<file path="config.mk">
export PLATFORM = sky130hd
export DESIGN_NAME = tr_track_ctrl_flat
export DESIGN_NICKNAME = d
export VERILOG_FILES = /design/src/rtl/tr_pkg.sv /design/src/rtl/tr_track_ctrl_if.sv /design/src/rtl/tr_step_gen.sv /design/src/rtl/tr_track_ctrl.sv /design/src/flat_wrapper.sv
export SDC_FILE = /design/constraint.sdc
export NUM_CORES = 1
export LEC_CHECK = 0
export CAP_MARGIN = 20
export CELL_PAD_IN_SITES_DETAIL_PLACEMENT = 1
export CELL_PAD_IN_SITES_GLOBAL_PLACEMENT = 2
export CORE_UTILIZATION = 35
export CTS_BUF_LIST = sky130_fd_sc_hd__clkbuf_8
export DETAILED_ROUTE_END_ITERATION = 10
export HOLD_SLACK_MARGIN = 0.08
export PLACE_DENSITY = 0.95
export RECOVER_POWER = 50
export SLEW_MARGIN = 20
export SYNTH_ARGS = -nofsm -noshare
export SYNTH_HDL_FRONTEND = slang
export SYNTH_SLANG_ARGS = --single-unit
</file>
<file path="constraint.sdc">
create_clock -name clk -period 9.33 [get_ports clk]
set_clock_uncertainty 0.15 [all_clocks]
set_input_delay 0.933 -clock clk [delete_from_list [all_inputs] [get_ports clk]]
set_output_delay 0.933 -clock clk [all_outputs]
set_load 0.02 [all_outputs]
</file>
<file path="src/rtl/tr_pkg.sv">
// Shared types and default parameters for the tracking-mode stepper controller.
package tr_pkg;

  // Controller operating state: parked, slow stepping, fast stepping.
  typedef enum logic [1:0] {
    ST_IDLE = 2'd0,
    ST_SLOW = 2'd1,
    ST_FAST = 2'd2
  } tr_state_e;

  localparam int TR_W        = 12;
  localparam int TR_DIV_FAST = 1000;
  localparam int TR_DIV_SLOW = 4000;
  localparam int TR_PULSE_W  = 1;

endpackage

</file>
<file path="src/rtl/tr_track_ctrl_if.sv">
// ADC-side inputs and stepper-driver outputs of the tracking controller.
interface tr_track_ctrl_if
  import tr_pkg::*;
#(
  parameter int W = TR_W
) ();

  logic [W-1:0] x;
  logic [W-1:0] x0;
  logic [W-1:0] dx1;
  logic [W-1:0] dx2;
  logic         data_valid;
  logic         tr_mode_enable;
  logic         drv_SM;
  logic         drv_step;
  logic         drv_dir;

  // Source of samples/settings; sink of the driver pins.
  modport master (
    output x, x0, dx1, dx2, data_valid, tr_mode_enable,
    input  drv_SM, drv_step, drv_dir
  );

  // The controller itself.
  modport slave (
    input  x, x0, dx1, dx2, data_valid, tr_mode_enable,
    output drv_SM, drv_step, drv_dir
  );

endinterface

</file>
<file path="src/rtl/tr_step_gen.sv">
// Step-period counter and pulse shaper.
// tick0 marks count 0 of each period; the registered step pulse is high for
// PULSE_W clocks starting one clock after the count leaves 0, so anything
// latched on tick0 is stable a full clock before the step rising edge.
module tr_step_gen #(
  parameter int CW      = 12,
  parameter int PULSE_W = 1
) (
  input  logic          clk,
  input  logic          rst,
  input  logic          run,
  input  logic          restart,
  input  logic [CW-1:0] div,
  output logic          step,
  output logic          tick0
);

  localparam logic [CW-1:0] ONE = CW'(1);
  localparam logic [CW-1:0] PW  = CW'(PULSE_W);

  logic [CW-1:0] cnt_q;
  logic [CW-1:0] cnt_d;
  logic          step_q;
  logic          step_d;
  logic          active_s;

  assign active_s = run & ~restart;
  assign tick0    = active_s & (cnt_q == {CW{1'b0}});
  assign step     = step_q;

  // Advance the period counter and shape the step pulse; hold both at zero when stopped or restarting.
  always_comb begin
    cnt_d  = cnt_q;
    step_d = 1'b0;
    if (!active_s) begin
      cnt_d  = {CW{1'b0}};
      step_d = 1'b0;
    end else begin
      if (cnt_q >= (div - ONE)) begin
        cnt_d = {CW{1'b0}};
      end else begin
        cnt_d = cnt_q + ONE;
      end
      step_d = (cnt_q >= ONE) && (cnt_q <= PW);
    end
  end

  // Counter and pulse registers, cleared asynchronously.
  always_ff @(posedge clk or negedge rst) begin
    if (!rst) begin
      cnt_q  <= {CW{1'b0}};
      step_q <= 1'b0;
    end else begin
      cnt_q  <= cnt_d;
      step_q <= step_d;
    end
  end

endmodule

</file>
<file path="src/rtl/tr_track_ctrl.sv">
// Tracking-mode stepper controller: samples the ADC value, classifies the
// error against the setpoint into IDLE/SLOW/FAST and drives the stepper
// enable, direction and step pins at the matching step rate.
module tr_track_ctrl
  import tr_pkg::*;
#(
  parameter int W        = TR_W,
  parameter int DIV_FAST = TR_DIV_FAST,
  parameter int DIV_SLOW = TR_DIV_SLOW,
  parameter int PULSE_W  = TR_PULSE_W
) (
  input  logic             clk,
  input  logic             rst,
  tr_track_ctrl_if.slave   bus
);

  localparam int DIV_MAX = (DIV_SLOW > DIV_FAST) ? DIV_SLOW : DIV_FAST;
  localparam int CW      = $clog2(DIV_MAX + 1);

  // Dead band wins ties (mag == dx1 parks); mag == dx2 stays slow.
  // When dx2 < dx1 everything outside the dead band is fast.
  function automatic tr_state_e classify(input logic [W-1:0] mag,
                                         input logic [W-1:0] dx1,
                                         input logic [W-1:0] dx2);
    tr_state_e cls;
    if (mag <= dx1) begin
      cls = ST_IDLE;
    end else if (mag > dx2) begin
      cls = ST_FAST;
    end else begin
      cls = ST_SLOW;
    end
    return cls;
  endfunction

  logic [W-1:0]  x_q;
  logic [W-1:0]  x_d;
  logic          pend_q;
  logic          pend_d;
  tr_state_e     state_q;
  tr_state_e     state_d;
  logic          drv_sm_q;
  logic          drv_sm_d;
  logic          drv_dir_q;
  logic          drv_dir_d;

  logic [W:0]    err_s;
  logic [W-1:0]  mag_s;
  logic          err_pos_s;
  tr_state_e     cls_s;
  logic          run_s;
  logic          restart_s;
  logic [CW-1:0] div_s;
  logic          step_s;
  logic          tick0_s;

  // Signed error as a W+1-bit two's complement value; its magnitude always fits W bits.
  assign err_s     = {1'b0, x_q} - {1'b0, bus.x0};
  assign mag_s     = err_s[W] ? (~err_s[W-1:0] + {{(W-1){1'b0}}, 1'b1}) : err_s[W-1:0];
  assign err_pos_s = ~err_s[W] & (err_s != {(W+1){1'b0}});
  assign cls_s     = classify(mag_s, bus.dx1, bus.dx2);

  // Capture x on every strobe; only strobes seen while enabled request a reclassification.
  always_comb begin
    x_d    = x_q;
    pend_d = 1'b0;
    if (bus.data_valid) begin
      x_d    = bus.x;
      pend_d = bus.tr_mode_enable;
    end else begin
      x_d    = x_q;
      pend_d = 1'b0;
    end
  end

  // Next state: forced IDLE when tracking is not permitted, else follow a fresh classification.
  always_comb begin
    state_d = state_q;
    if (!bus.tr_mode_enable) begin
      state_d = ST_IDLE;
    end else if (pend_q) begin
      state_d = cls_s;
    end else begin
      state_d = state_q;
    end
  end

  assign run_s     = (state_d != ST_IDLE);
  assign restart_s = (state_d != state_q);

  // Step period for the current state; the counter restarts on any state change anyway.
  always_comb begin
    div_s = CW'(DIV_SLOW);
    case (state_q)
      ST_FAST: div_s = CW'(DIV_FAST);
      ST_SLOW: div_s = CW'(DIV_SLOW);
      ST_IDLE: div_s = CW'(DIV_SLOW);
      default: div_s = CW'(DIV_SLOW);
    endcase
  end

  // Driver enable follows the next state; direction is only re-latched at count 0 of a period.
  always_comb begin
    drv_sm_d  = run_s;
    drv_dir_d = drv_dir_q;
    if (tick0_s) begin
      drv_dir_d = err_pos_s;
    end else begin
      drv_dir_d = drv_dir_q;
    end
  end

  // Sample, FSM and output registers, cleared asynchronously.
  always_ff @(posedge clk or negedge rst) begin
    if (!rst) begin
      x_q       <= {W{1'b0}};
      pend_q    <= 1'b0;
      state_q   <= ST_IDLE;
      drv_sm_q  <= 1'b0;
      drv_dir_q <= 1'b0;
    end else begin
      x_q       <= x_d;
      pend_q    <= pend_d;
      state_q   <= state_d;
      drv_sm_q  <= drv_sm_d;
      drv_dir_q <= drv_dir_d;
    end
  end

  tr_step_gen #(
    .CW      (CW),
    .PULSE_W (PULSE_W)
  ) u_step_gen (
    .clk     (clk),
    .rst     (rst),
    .run     (run_s),
    .restart (restart_s),
    .div     (div_s),
    .step    (step_s),
    .tick0   (tick0_s)
  );

  assign bus.drv_SM   = drv_sm_q;
  assign bus.drv_step = step_s;
  assign bus.drv_dir  = drv_dir_q;

endmodule

</file>
<file path="src/flat_wrapper.sv">
// flat-port wrapper written by rule: the top's interface ports become plain ports
module tr_track_ctrl_flat import tr_pkg::*;
#(
  parameter int W        = TR_W,
  parameter int DIV_FAST = TR_DIV_FAST,
  parameter int DIV_SLOW = TR_DIV_SLOW,
  parameter int PULSE_W  = TR_PULSE_W
)
  (clk, rst, bus_x, bus_x0, bus_dx1, bus_dx2, bus_data_valid, bus_tr_mode_enable, bus_drv_SM, bus_drv_step, bus_drv_dir);
  tr_track_ctrl_if #(.W(W)) bus_i ();
  input  logic clk;
  input  logic rst;
  input wire logic [$bits(bus_i.x)-1:0] bus_x;
  input wire logic [$bits(bus_i.x0)-1:0] bus_x0;
  input wire logic [$bits(bus_i.dx1)-1:0] bus_dx1;
  input wire logic [$bits(bus_i.dx2)-1:0] bus_dx2;
  input wire logic [$bits(bus_i.data_valid)-1:0] bus_data_valid;
  input wire logic [$bits(bus_i.tr_mode_enable)-1:0] bus_tr_mode_enable;
  output wire logic [$bits(bus_i.drv_SM)-1:0] bus_drv_SM;
  output wire logic [$bits(bus_i.drv_step)-1:0] bus_drv_step;
  output wire logic [$bits(bus_i.drv_dir)-1:0] bus_drv_dir;
  assign bus_i.x = bus_x;
  assign bus_i.x0 = bus_x0;
  assign bus_i.dx1 = bus_dx1;
  assign bus_i.dx2 = bus_dx2;
  assign bus_i.data_valid = bus_data_valid;
  assign bus_i.tr_mode_enable = bus_tr_mode_enable;
  assign bus_drv_SM = bus_i.drv_SM;
  assign bus_drv_step = bus_i.drv_step;
  assign bus_drv_dir = bus_i.drv_dir;
  tr_track_ctrl #(.W(W), .DIV_FAST(DIV_FAST), .DIV_SLOW(DIV_SLOW), .PULSE_W(PULSE_W)) u_core (.clk(clk), .rst(rst), .bus(bus_i));
endmodule
</file>
== After elaboration in Yosys (flattened, before gate mapping) ==
Index checks and enable logic that the tools add are counted.

* $add $sub $neg: 4
* Bitwise operators: 6
* $lt $le $gt $ge: 5
* Eq/ne operators: 2
* Multiplexer cells: 10
* Reductions and logical operators: 4

{| class="wikitable"
|+ Operator list
! operator !! count
|-
| $mux W12 || 4
|-
| $add A12 B1 Y12 const B || 2
|-
| $reduce_bool A13 Y1 || 1
|-
| $sub A12 B12 Y13 || 1
|-
| $ge A12 B1 Y1 const B || 1
|-
| $ge A12 B12 Y1 || 1
|-
| $gt A12 B12 Y1 || 1
|-
| $le A12 B1 Y1 const B || 1
|-
| $le A12 B12 Y1 || 1
|-
| $logic_not A12 Y1 || 1
|-
| $not A12 Y12 || 1
|-
| $sub A12 B1 Y12 const B || 1
|-
| $mux W2 || 4
|-
| $and A1 B1 Y1 || 3
|-
| $eq A2 B2 Y1 const B || 1
|-
| $mux W1 || 2
|-
| $ne A2 B2 Y1 || 1
|-
| $not A1 Y1 || 2
|-
| $reduce_bool A2 Y1 || 1
|-
| $logic_and A1 B1 Y1 || 1
|}

* Input port bits: 52
* Output and inout port bits: 3
* Register bits after elaboration: 30
* Word-level logic and storage cells: 38

== Longest topological paths before layout ==
* Depth after elaboration: 13
* Depth in mapped cells: 22

== Modules after synthesis ==
A second synthesis with hierarchy kept.

* Cell total of the unflattened synthesis: 390
* Area total of the unflattened synthesis: 3404.5 um^2

{| class="wikitable"
|+ By module, submodules not included
! module !! seq. area each (um^2) !! cells each !! instances !! area an instance (um^2)
|-
| tr_track_ctrl || 425.4 || 266 || 1 || 2232.1
|-
| tr_step_gen || 325.3 || 124 || 1 || 1172.4
|}

== Worst setup path after synthesis ==
Ideal clock, no wire load.

* Path type: input port to flip-flop
* From: input bus_x0[0]
* To: register u_core.drv_dir_q (netlist: u_core.bus.drv_dir)
* Slack: 4.051 ns
* Setup time: 0.125 ns
* Data arrival time: 5.004 ns
* Stages: 20
* Buffers on the path: 0
* Required time: 9.055 ns
* Path through: ha_1 inv_1 fa_1 a21oi_1 o21ai_1 a2111oi_1 o31ai_1 a21oi_1 xor2_2 a41oi_1 xnor2_1 ha_1 a21oi_1 o21ai_0 a2111oi_0 a21oi_1 nor3b_1 o2111a_1 nand3_1 mux2_2

* Longest elaborated chain between the ends: 13

{| class="wikitable"
|+ RTL lines
! what !! line !! RTL
|-
| start, declared || flat_wrapper.sv:14 || <nowiki>input wire logic [$bits(bus_i.x0)-1:0] bus_x0;</nowiki>
|-
| $sub A12 B12 Y13 * || tr_track_ctrl.sv:58 || <nowiki>assign err_s = {1'b0, x_q} - {1'b0, bus.x0};</nowiki>
|-
| $not A12 Y12 || tr_track_ctrl.sv:59 || <nowiki>assign mag_s = err_s[W] ? (~err_s[W-1:0] + {{(W-1){1'b0}}, 1'b1}) : err_s[W-1:0];</nowiki>
|-
| $add A12 B1 Y12 || tr_track_ctrl.sv:59 ||
|-
| $mux W12 || tr_track_ctrl.sv:59 ||
|-
| $gt A12 B12 Y1 || tr_track_ctrl.sv:28 || <nowiki>end else if (mag > dx2) begin</nowiki>
|-
| $mux W2 || tr_track_ctrl.sv:28 ||
|-
| $mux W2 || tr_track_ctrl.sv:26 || <nowiki>if (mag <= dx1) begin</nowiki>
|-
| $mux W2 || tr_track_ctrl.sv:81 || <nowiki>end else if (pend_q) begin</nowiki>
|-
| $mux W2 || tr_track_ctrl.sv:79 || <nowiki>if (!bus.tr_mode_enable) begin</nowiki>
|-
| $ne A2 B2 Y1 || tr_track_ctrl.sv:89 || <nowiki>assign restart_s = (state_d != state_q);</nowiki>
|-
| $not A1 Y1 || tr_step_gen.sv:27 || <nowiki>assign active_s = run & ~restart;</nowiki>
|-
| $and A1 B1 Y1 || tr_step_gen.sv:27 ||
|-
| $and A1 B1 Y1 || tr_step_gen.sv:28 || <nowiki>assign tick0 = active_s & (cnt_q == {CW{1'b0}});</nowiki>
|-
| end signal, assigned || tr_track_ctrl.sv:126 || <nowiki>drv_dir_q <= drv_dir_d;</nowiki>
|-
| end, declared || tr_track_ctrl.sv:44 || <nowiki>logic drv_dir_q;</nowiki>
|}

Mark *: on every way between the ends. The rest lies on a longest branch, timed or not.
A chain may end at the register's enable or synchronous reset.

== Worst setup path in the final report ==
* From: input bus_x0[0]
* To: register u_core.u_step_gen.cnt_q[9]

* Longest elaborated chain between the ends: 13

{| class="wikitable"
|+ RTL lines
! what !! line !! RTL
|-
| $sub A12 B12 Y13 * || tr_track_ctrl.sv:58 ||
|-
| $not A12 Y12 || tr_track_ctrl.sv:59 ||
|-
| $add A12 B1 Y12 || tr_track_ctrl.sv:59 ||
|-
| $mux W12 * || tr_track_ctrl.sv:59 ||
|-
| $gt A12 B12 Y1 || tr_track_ctrl.sv:28 ||
|-
| $mux W2 || tr_track_ctrl.sv:28 ||
|-
| $mux W2 * || tr_track_ctrl.sv:26 ||
|-
| $mux W2 * || tr_track_ctrl.sv:81 ||
|-
| $mux W2 * || tr_track_ctrl.sv:79 ||
|-
| $ne A2 B2 Y1 || tr_track_ctrl.sv:89 ||
|-
| $not A1 Y1 || tr_step_gen.sv:27 ||
|-
| $and A1 B1 Y1 * || tr_step_gen.sv:27 ||
|-
| $mux W12 * || tr_step_gen.sv:35 || <nowiki>if (!active_s) begin</nowiki>
|-
| named net u_core.u_step_gen.cnt_d[9] || tr_step_gen.sv:22 || <nowiki>logic [CW-1:0] cnt_d;</nowiki>
|-
| end signal, assigned || tr_step_gen.sv:51 || <nowiki>cnt_q <= {CW{1'b0}};</nowiki>
|-
| end signal, assigned || tr_step_gen.sv:54 || <nowiki>cnt_q <= cnt_d;</nowiki>
|-
| end, declared || tr_step_gen.sv:21 || <nowiki>logic [CW-1:0] cnt_q;</nowiki>
|}

Mark *: on every way through the listed nets, which the timed path passes. The rest lies on a longest branch.

==> impl_metrics.env <==
export IMPL_worst_ep_arrival_time_ps=6290
export IMPL_fin_setup_tns_ps=0
export IMPL_vdd_ir_drop_worst_mv=0.0716
export IMPL_final_cells=487
export IMPL_ff_latch_area_um2=751
export IMPL_synth_distinct_cells=54
export IMPL_fillerInstances=954
export IMPL_cts_buffers=5
export IMPL_powerDensity_nw_per_um2=165
export IMPL_grt_pass1_vias=2702
export IMPL_routabilityCongestion=0.792
export IMPL_die_area_um2=8630
export IMPL_clkLatencyLatePin_ps=280
export IMPL_synth_nets=425
export IMPL_cts_root_buf="clkbuf_8"
export IMPL_grt_max_degree=31
export IMPL_hold_path_endpoint="u_core.x_q[5]$_DFFE_PN0P_"
export IMPL_setup_violations=0
export IMPL_crit_path_start_kind="input pin"
export IMPL_r2r_end="u_core.u_step_gen.cnt_q[9]$_DFF_PN0_"
export IMPL_fp_dieW_um=92.9
export IMPL_postLayoutCellArea_um2=3650
export IMPL_grt_total_usage_pct=18.0
export IMPL_r2r_start="u_core.x_q[0]$_DFFE_PN0P_"
export IMPL_fin_util_pct=46.6
export IMPL_post_cts_setup_buffer_count=0
export IMPL_start_util_pct=36.8
export IMPL_syn_area_per_cell_um2=8.87
export IMPL_vias=2505
export IMPL_antenna_cells=0
export IMPL_maxSlewHeadroom_pct=-13.0
export IMPL_hpwl_um=5830
export IMPL_drt_pass1_iterations=4
export IMPL_endpoint_kind="flip-flop"
export IMPL_routed_wl_um=7190
export IMPL_place_area_um2=3550
export IMPL_finalNetCount=484
export IMPL_drive_gt1_share_pct=7.79
export IMPL_worst_slew_pin_slew_ps=1690
export IMPL_layout_commonest_cell="clkdlybuf4s50_1"
export IMPL_routedWlPerCell_um=14.8
export IMPL_synth_cells=326
export IMPL_max_freq_ghz=0.160
export IMPL_fin_crit_ps=6250
export IMPL_reg2regPathDepth=21
export IMPL_violations="max-capacitance violations, max-slew violations"
export IMPL_path_class="input pin to flip-flop"
export IMPL_hp_class="flip-flop to flip-flop"
export IMPL_die_h_um=92.9
export IMPL_synth_edff_count=0
export IMPL_ys_seq_area_share_pct=26.0
export IMPL_holdPathStages=1
export IMPL_fin_crit_sh_pct=67.0
export IMPL_hold_violations=0
export IMPL_ys_warn_count=0
export IMPL_portBuffers=54
export IMPL_viasPerCell=5.14
export IMPL_cap_viol_max_count=1
export IMPL_clk_pin_slew_worst_paths_ps=70
export IMPL_crit_required_ps=9370
export IMPL_drv_slew=31
export IMPL_dp_cells=480
export IMPL_async_reset_ff_share_pct=100
export IMPL_worstHoldStart="u_core.x_q[5]$_DFFE_PN0P_"
export IMPL_h_tree_depth=2
export IMPL_drt_iter0_markers=56
export IMPL_most_common_layout_cells="clkdlybuf4s50_1, inv_1, ha_1"
export IMPL_netlist_area_um2=2890
export IMPL_cts_sinks=30
export IMPL_p_leak_uw=0.00172
export IMPL_overflow=0
export IMPL_antenna_found_initial=0
export IMPL_rsz0062_at_grt="no"
export IMPL_ys_flop_type="dfrtp_1"
export IMPL_multi_input_area_um2=1940
export IMPL_synth_seq_cells=30
export IMPL_cts_buffer_depth=2
export IMPL_cts_hold_buffers_added=0
export IMPL_io_pins=55
export IMPL_outcome="complete, but fails checks"
export IMPL_rows=32
export IMPL_cts_resized=0
export IMPL_coreArea_um2=7850
export IMPL_syn_to_final_growth_pct=26.5
export IMPL_grt_pass1_wl_um=12500
export IMPL_drc=0
export IMPL_antenna_left=0
export IMPL_cts_tree="built"
export IMPL_holdWs_ps=363
export IMPL_crit_fanout=12
export IMPL_ff2ff_setup_slack_ps=3720
## power breakdown
part	switching (uW)	internal, uW
combinational	174	143
clock	51.4	85.4
sequential	7.56	140
## worst max-delay path: stages
cell and delay (ps):
clkdlybuf4s50_1 460, ha_1 170, inv_1 60, fa_1 400, a21oi_1 210, o21ai_1 100
a2111oi_1 520, o31ai_1 140, a21oi_1 250, xor2_2 220, a41oi_1 160, xnor2_1 240
ha_1 300, a21oi_1 200, o21ai_0 110, a2111oi_0 500, a21oi_1 220, o211ai_1 200
o2111a_1 260, nand3b_1 370, nor2_1 250
## flip-flops by register name, summed over array words and instances (netlist names)
name	cells
u_core.bus.drv_SM	1
u_core.x_q	12
u_core.u_step_gen.step	1
u_core.pend_q	1
u_core.bus.drv_dir	1
u_core.u_step_gen.cnt_q	12
u_core.state_q	2
## kinds of logic (layout without fill, tap and decap cells)
family                     count (synthesis)  count (layout)  share of synthesized area [%]
AOI/OAI and AO/OA                         68              68                           16.1
xor gates and xnor gates                  29              29                           9.05
adders and majority gates                 47              47                           20.6
buffers and inverters                     51             110                           6.93
DFF                                       30              30                           26.0
muxes                                     12              12                           4.68
and+or+nand+nor                           89              89                           16.7
## worst max-delay path by stage
stage | start | endpoint | slack [ps] | cells after the start
finish | bus_x0[0] | u_core.u_step_gen.cnt_q[9]$_DFF_PN0_ | 3080 | 21
global placement | bus_x0[0] | u_core.u_step_gen.cnt_q[4]$_DFF_PN0_ | 3180 | 21
floorplan | bus_x0[0] | u_core.bus.drv_dir$_DFFE_PN0P_ | 4050 | 20
detailed placement | bus_x0[0] | u_core.u_step_gen.cnt_q[9]$_DFF_PN0_ | 2800 | 21
global route | bus_x0[0] | u_core.u_step_gen.cnt_q[9]$_DFF_PN0_ | 2730 | 21
CTS | bus_x0[0] | u_core.u_step_gen.cnt_q[9]$_DFF_PN0_ | 3090 | 21
## per-layer routing
| metal | global-route usage, % | up-vias | share of wire, % |
|---|---|---|---|
| li1 | - | 1259 | - |
| met1 | 23.7 | 1197 | 48 |
| met2 | 31.4 | 44 | 48 |
| met3 | 2.46 | 5 | 3.0 |
| met4 | 3.46 | 0 | 0.76 |
| met5 | 0 | - | 0 |
## through the flow
stage | setup slack, ps | power, uW
floorplan | 4050 | 374
global placement | 3180 | 449
detailed placement | 2800 | 466
CTS | 3090 | 609
global route | 2730 | 654
finish | 3080 | 602
## cell type report
class | instances | area share (%)
Clock buffer | 6 | 2.26
Clock inverter | 1 | 0.822
Inverter | 48 | 4.93
Multi-Input combinational cell | 245 | 53.1
Sequential cell | 30 | 20.5
Tap cell | 102 | 3.49
Timing Repair Buffer | 55 | 14.9
## cells in the mapped netlist (all sizes together), types with 2 or more instances
master / instances / share of area (%)
inv: 48 / 6.2
ha: 46 / 20
dfrtp: 30 / 26
a21oi: 25 / 4.5
nor2: 22 / 2.9
xor2: 15 / 4.8
xnor2: 14 / 4.2
mux2: 12 / 4.7
nand2: 12 / 1.6
nand3: 12 / 2.1
o21ai: 10 / 1.7
nand4: 8 / 1.7
a21o: 7 / 1.8
nor2b: 7 / 1.8
and3: 5 / 1.1
o211ai: 5 / 1.3
or2: 4 / 0.95
a31o: 3 / 0.91
and2: 3 / 0.65
nor3: 3 / 0.52
o31ai: 3 / 0.78
or4: 3 / 0.78
a2111oi: 2 / 0.65
a41oi: 2 / 0.61
buf: 2 / 0.56
nor3b: 2 / 0.52
nor4: 2 / 0.43
o31a: 2 / 0.61
Power figures use the tool's default switching activity.
